$ cat config.mk
export PLATFORM = sky130hd
export DESIGN_NAME = dice_roll_sequencer
export DESIGN_NICKNAME = d
export VERILOG_FILES = /design/src/rtl/dice_roll_sequencer.sv
export SDC_FILE = /design/constraint.sdc
export NUM_CORES = 1
export LEC_CHECK = 0
export ABC_AREA = 1
export BUFFER_PORTS_ARGS = -buffer_cell sky130_fd_sc_hd__buf_2
export CAP_MARGIN = 25
export CORE_AREA = 2 2 72 74
export CTS_BUF_LIST = sky130_fd_sc_hd__clkbuf_4
export CTS_CLUSTER_SIZE = 25
export DETAILED_ROUTE_END_ITERATION = 10
export DIE_AREA = 0 0 74 76
export PLACE_DENSITY = 0.72
export REMOVE_ABC_BUFFERS = 1
export SYNTH_ARGS = -nofsm -noshare
export SYNTH_HDL_FRONTEND = slang
export SYNTH_SLANG_ARGS = --single-unit
$ cat constraint.sdc
create_clock -name Clock -period 3.73 [get_ports Clock]
set_clock_uncertainty 0.1 [all_clocks]
set_input_delay 0.746 -clock Clock [delete_from_list [all_inputs] [get_ports Clock]]
set_output_delay 0.746 -clock Clock [all_outputs]
set_load 0.05 [all_outputs]
$ cat src/rtl/dice_roll_sequencer.sv
// dice_roll_sequencer
//   Runs one dice-core roll for each button press. A roll is a train of single-cycle
//   Step strobes whose spacing grows with every strobe, so the die appears to slow down.
//   The settled face is then latched as the roll result. Each face the core reports
//   after a Step is checked. An illegal face enters a sticky error state, and only
//   reset leaves that state.
//
// Ports
//   Clock      in   system clock, rising edge
//   nReset     in   asynchronous active-low reset
//   Roll       in   asynchronous button level; a rising edge requests a roll
//   DiceValue  in   [2:0] current face from the dice core, legal 1..6
//   Step       out  one-cycle strobe; the core advances on the edge that ends the cycle
//   Busy       out  high while a roll is in progress
//   Valid      out  Result holds a completed roll
//   Result     out  [2:0] latched final face
//   Error      out  sticky illegal-face flag
//   RollCount  out  [7:0] completed rolls, wraps 255 -> 0
module dice_roll_sequencer #(
    parameter int unsigned N_STEPS  = 12,
    parameter int unsigned INIT_GAP = 4,
    parameter int unsigned GAP_INC  = 2,
    parameter int unsigned GAP_W    = 8
) (
    input  logic       Clock,
    input  logic       nReset,
    input  logic       Roll,
    input  logic [2:0] DiceValue,
    output logic       Step,
    output logic       Busy,
    output logic       Valid,
    output logic [2:0] Result,
    output logic       Error,
    output logic [7:0] RollCount
);

    localparam int unsigned STEP_W = $clog2(N_STEPS + 1);

    localparam logic [2:0] ST_IDLE   = 3'd0;
    localparam logic [2:0] ST_TUMBLE = 3'd1;
    localparam logic [2:0] ST_CHECK  = 3'd2;
    localparam logic [2:0] ST_SHOW   = 3'd3;
    localparam logic [2:0] ST_ERROR  = 3'd4;

    localparam logic [GAP_W:0] GAP_MAX = {1'b0, {GAP_W{1'b1}}};

    logic [2:0]        sync_q;
    logic [2:0]        state_q, state_d;
    logic [GAP_W-1:0]  gap_q, gap_d;
    logic [GAP_W-1:0]  cnt_q, cnt_d;
    logic [STEP_W-1:0] steps_q, steps_d;
    logic [2:0]        prev_q, prev_d;
    logic              step_q, step_d;
    logic              valid_q, valid_d;
    logic [2:0]        result_q, result_d;
    logic [7:0]        count_q, count_d;

    logic              roll_req;
    logic [GAP_W:0]    gap_sum;
    logic [GAP_W-1:0]  gap_next;
    logic [GAP_W:0]    cnt_inc;
    logic              gap_hit;
    logic              face_legal;
    logic              last_step;

    // Two flops resolve metastability and a third holds the previous level for edge detection.
    assign roll_req = sync_q[1] & ~sync_q[2];

    assign gap_sum  = {1'b0, gap_q} + (GAP_W + 1)'(GAP_INC);
    assign gap_next = (gap_sum > GAP_MAX) ? GAP_MAX[GAP_W-1:0] : gap_sum[GAP_W-1:0];

    // cnt_q counts cycles since the last Step (or since entry). Step is registered,
    // so it is requested one cycle before the gap elapses.
    assign cnt_inc  = {1'b0, cnt_q} + (GAP_W + 1)'(1);
    assign gap_hit  = (cnt_inc == {1'b0, gap_q});

    assign face_legal = (DiceValue != 3'd0) && (DiceValue != 3'd7) &&
                        (DiceValue != prev_q) && (DiceValue != (3'd7 - prev_q));
    assign last_step  = (steps_q == STEP_W'(N_STEPS));

    always_comb begin
        state_d  = state_q;
        gap_d    = gap_q;
        cnt_d    = cnt_q;
        steps_d  = steps_q;
        prev_d   = prev_q;
        step_d   = 1'b0;
        valid_d  = valid_q;
        result_d = result_q;
        count_d  = count_q;

        case (state_q)
            ST_IDLE, ST_SHOW: begin
                if (roll_req) begin
                    state_d = ST_TUMBLE;
                    gap_d   = GAP_W'(INIT_GAP);
                    cnt_d   = '0;
                    steps_d = '0;
                    prev_d  = DiceValue;
                    valid_d = 1'b0;
                end
            end
            ST_TUMBLE: begin
                if (step_q) begin
                    state_d = ST_CHECK;
                    prev_d  = DiceValue;
                    steps_d = steps_q + STEP_W'(1);
                    gap_d   = gap_next;
                end else begin
                    step_d = gap_hit;
                end
                cnt_d = step_d ? '0 : cnt_inc[GAP_W-1:0];
            end
            ST_CHECK: begin
                if (!face_legal) begin
                    state_d = ST_ERROR;
                end else if (last_step) begin
                    state_d  = ST_SHOW;
                    result_d = DiceValue;
                    valid_d  = 1'b1;
                    count_d  = count_q + 8'd1;
                end else begin
                    // The CHECK cycle is part of the gap, so the timing carries on.
                    state_d = ST_TUMBLE;
                    step_d  = gap_hit;
                    cnt_d   = step_d ? '0 : cnt_inc[GAP_W-1:0];
                end
            end
            ST_ERROR: begin
                state_d = ST_ERROR;
            end
            default: begin
                state_d = ST_IDLE;
            end
        endcase
    end

    always_ff @(posedge Clock or negedge nReset) begin
        if (!nReset) begin
            sync_q   <= '0;
            state_q  <= ST_IDLE;
            gap_q    <= '0;
            cnt_q    <= '0;
            steps_q  <= '0;
            prev_q   <= '0;
            step_q   <= 1'b0;
            valid_q  <= 1'b0;
            result_q <= 3'd1;
            count_q  <= '0;
        end else begin
            sync_q   <= {sync_q[1:0], Roll};
            state_q  <= state_d;
            gap_q    <= gap_d;
            cnt_q    <= cnt_d;
            steps_q  <= steps_d;
            prev_q   <= prev_d;
            step_q   <= step_d;
            valid_q  <= valid_d;
            result_q <= result_d;
            count_q  <= count_d;
        end
    end

    assign Step      = step_q;
    assign Busy      = (state_q == ST_TUMBLE) || (state_q == ST_CHECK);
    assign Valid     = valid_q;
    assign Result    = result_q;
    assign Error     = (state_q == ST_ERROR);
    assign RollCount = count_q;

endmodule
# Word-level counts from Yosys, hierarchy flattened
# Index checks and enable logic that the tools add are counted.
word_totals:
  out_inout_bits: 15
  regBits: 42
op_classes:
  n_eq_ne: 14
  n_bitwise: 2
  n_mux: 30
  add_sub_neg: 5
  n_reduce_logical: 15
  magnitude_cmp: 1
ops:
  columns: ["op", "n"]
  rows:
  - ["$mux W8", 8]
  - ["$pmux W8 S3", 1]
  - ["$pmux W8 S2", 1]
  - ["$mux W3", 5]
  - ["$pmux W3 S4", 1]
  - ["$ne A2 B2 Y1 const B", 5]
  - ["$add A8 B1 Y9 const B", 1]
  - ["$add A8 B2 Y9 const B", 1]
  - ["$eq A9 B8 Y1", 1]
  - ["$gt A9 B8 Y1 const B", 1]
  - ["$add A8 B1 Y8 const B", 1]
  - ["$mux W4", 2]
  - ["$pmux W4 S2", 1]
  - ["$reduce_and A4 Y1", 2]
  - ["$mux W1", 7]
  - ["$eq A3 B2 Y1 const B", 2]
  - ["$ne A3 B3 Y1", 2]
  - ["$pmux W3 S2", 1]
  - ["$reduce_and A3 Y1", 2]
  - ["$reduce_bool A3 Y1", 2]
  - ["$add A4 B1 Y4 const B", 1]
  - ["$eq A4 B4 Y1 const B", 1]
  - ["$pmux W1 S2", 2]
  - ["$reduce_bool A2 Y1", 2]
  - ["12 further kinds", 14]

# Depth between registers and ports, before layout
logic_depth:
  depth_word: 6
  depth_mapped: 12
  ltp_nobuf: 12

# Least setup slack after synthesis
# No wires, ideal clock.
synth_path:
  path_type: "flip-flop to output port"
  startpoint: "register state_q[0]"
  endpoint: "output Error"
  arrival_time_ns: 1.206
  path_slack_ns: 1.678
  t_required_ns: 2.884
  n_path_buf: 0
  stages_incl_launch_ff: 4
  cell_sequence: "dfrtp_1 > inv_1 > nand2_1 > nor2_1"
synth_via:
  elab_chain_len: 1
synth_lines:
  columns: ["item", "line", "rtl"]
  rows:
  - ["start: declaration", "48", "logic [2:0] state_q, state_d;"]
  - ["start signal: assignment", "152", "state_q <= state_d;"]
  - ["$eq A3 B3 Y1", "168", "assign Error = (state_q == ST_ERROR);"]
  - ["end: declaration", "33", "output logic Error,"]
# Every way passes these cells.

# Worst setup path after layout
layout_path:
  startpoint: "register state_q[0]"
  endpoint: "output Busy"
layout_via:
  elab_chain_len: 2
  elab_cells_between_ends: 3
  classes_between: "eq/ne (2); reduce/logical (1)"
layout_lines:
  columns: ["item", "line", "rtl"]
  rows:
  - ["$eq A3 B1 Y1 or $eq A3 B2 Y1 (tied branches)", "165", "assign Busy = (state_q == ST_TUMBLE) || (state_q == ST_CHECK);"]
  - ["$logic_or A1 B1 Y1 (*)", "165", null]
  - ["end: declaration", "30", "output logic Busy,"]
# Mark *: on every way between the ends. The rest lies on a longest branch, timed or not.

==> impl_metrics.ini <==
[layout]
final_layout_size_suffix_gt1_share_pct = 18.2
layout_common_cells = nand2_1, dfrtp_1, inv_1
antenna_cells = 0
final_common_cell = nand2_1
syn_to_final_growth_pct = 9.32
fin_nets = 369
stdcell_count = 428
nFillCells = 464

[worst_setup_path]
ff2ff_path_depth = 12
critical_path_class = reg2out
cp-end-kind = output pin
crit_fanout = 9
startpoint = state_q[0]
crit_path_frequent_cell = inv_1
reg2reg_to = cnt_q[6]
cpPeakStageDelay_ns = 0.40
worstSetupStartpointType = register
crit_required_ns = 2.88
rrSetupSlack_ns = 1.78
slowest_stage = dfrtp_1
worstPathCellList = inv_1 -> nor3_1 -> inv_1 -> nand2_2 -> buf_2
reg2reg_from = cnt_q[0]
crit_path_end = Busy
cp.arrival_ns = 1.66

[die]
start_util_pct = 51.9
fp.coreArea_um2 = 4910
dieArea_um2 = 5620
row_count = 26
die_y_um = 76
die_w_um = 74
ioPinCount = 21

[detailed_routing]
post-route-drc-count = 0
viasPerCell = 5.06
wl_um = 5140
dr_total_vias = 2166
drtPass1Iterations = 4
post_drt_wl_per_cell_um = 12.0
ant_nets = 0
drt-initial-drc-count = 130

[sta]
maxSlewViolCount = 0
post-route-period-util_pct = 67.2
grt_setup_unrepaired = false
max_freq_mhz = 399
fin_crit_ns = 2.51
slew_headroom_pct = 71.6
tightest_slew_ns = 0.425
setup_tns_ns = 0
hold_viol_final = 0
setup_viol = 0

[global_route]
gr-usage-all-layers_pct = 20.4
met2_usage_pct = 32.9
grt_max_degree = 43
grt_overflow = 0
antenna_found_initial = 0
grtUsageMet3_pct = 5.29
use_met1_pct = 27.2
grt_pass1_vias = 2047
busiest_layer = met2
grt_pass1_wl_um = 9040

[clock_tree]
ctsHoldBuffers = 0
cts.sink_count = 42
htreeDepth = 2
root_buffer = clkbuf_4
clk_pin_slew_ns = 0.14
ctsResizeCount = 0
cts_post_setup_buffers_inserted = 0
cts_buffers = 5
cts_buffer_depth = 2
cts_tree = yes
clk_latency_ns = 0.36

[power]
irDropWorstVdd_mv = 0.328
p_leak_nw = 1.45
p_per_area_nw_per_um2 = 454
finalPower_mw = 1.27

[logic_synthesis]
synthCells = 333
netlist_area_um2 = 2550
yosysSeqAreaShare_pct = 41.3
ys_ff_latch = 42
yosysWarnings = 0
synth_area_per_cell_um2 = 7.66
synth_cell_types = 32

[flow_run]
maxCapViolCount = 0

[placed_design]
dp_cells = 419
numPortBuffers = 20
dp_hpwl_um = 3850
gp_congestion = 0.810

[worst_hold_path]
hp-class = in2async

[outcome]
status = finished clean
## registers in the layout, summed over array words and instances (netlist names)
| name | cells |
|---|---|
| Step | 1 |
| RollCount | 8 |
| sync_q | 3 |
| Result | 3 |
| cnt_q | 8 |
| Valid | 1 |
| steps_q | 4 |
| gap_q | 8 |
| prev_q | 3 |
| state_q | 3 |
## worst max-delay path: cells and delay by family, from the launching register on
kind,cells,cell delay (ns)
buffers and inverters,3,0.52
and+or+nand+nor,2,0.39
DFF,1,0.40
## where the power goes
| group | internal [mW] | total, mW | switching (mW) |
|---|---|---|---|
| registers | 0.503 | 0.550 | 0.0472 |
| logic | 0.139 | 0.482 | 0.344 |
| clock network | 0.0735 | 0.233 | 0.160 |
## cell type report
type	instances	area, um2	area share [%]
Clock buffer	5	37.5	1.35
Tap cell	70	87.6	3.14
Inverter	43	161	5.79
Multi-Input combinational cell	244	1310	46.9
Clock inverter	3	21.3	0.763
Timing Repair Buffer	21	120	4.31
Sequential cell	42	1050	37.7
## synth_stat cells, drive strengths merged
cell | number | area share [%]
ha | 6 | 2.9
dfstp | 1 | 1.0
nor2 | 32 | 7.2
nand2 | 107 | 17
o211ai | 1 | 0.29
nand3b | 1 | 0.29
o21ai | 22 | 4.3
nand4 | 6 | 2.1
xnor2 | 4 | 1.4
nand3 | 44 | 10
a31oi | 1 | 0.25
o22ai | 1 | 0.25
xor2 | 8 | 2.7
o21bai | 2 | 0.59
nor3 | 4 | 0.79
inv | 42 | 6.2
clkinv | 1 | 0.15
a21oi | 5 | 1.1
buf | 4 | 1.1
dfrtp | 41 | 40
## how the worst min path moves through the flow
stage / to / slack (ns) / cells past startpoint
floorplan: sync_q[1] / 0.23 / 0
global placement: sync_q[1] / 0.24 / 0
detailed placement: sync_q[1] / 0.24 / 0
CTS: sync_q[1] / 0.28 / 0
global route: RollCount[5] / 0.18 / 1
finish: cnt_q[7] / 0.19 / 1
## kinds of logic (layout without fill, tap and decap cells)
| kind of cell | Yosys count | in the layout | share of synthesized area, % |
|---|---|---|---|
| DFF | 42 | 42 | 41.3 |
| xor gates and xnor gates | 12 | 12 | 4.12 |
| adders and majority gates | 6 | 6 | 2.94 |
| and+or+nand+nor | 194 | 194 | 37.4 |
| AOI/OAI and AO/OA | 32 | 32 | 6.82 |
| buffers and inverters | 47 | 72 | 7.46 |
## metal layers
metal,up-vias,part of all wire (%)
li1,1112,-
met3,4,3.6
met5,-,0
met2,36,49
met1,1014,46
met4,0,0.90
## stage by stage
step / setup WS (ns) / hold slack, ns / area (um2) / utilization, %
finish: 1.22 / 0.194 / 2790 / 56.7
global route: 1.11 / 0.184 / 2790 / 56.7
CTS: 1.20 / 0.284 / 2770 / 56.3
detailed placement: 1.49 / 0.242 / 2710 / 55.1
global placement: 1.59 / 0.241 / 2710 / 55.1
floorplan: 1.68 / 0.231 / 2520 / -
(Power assumes the default switching activity.)
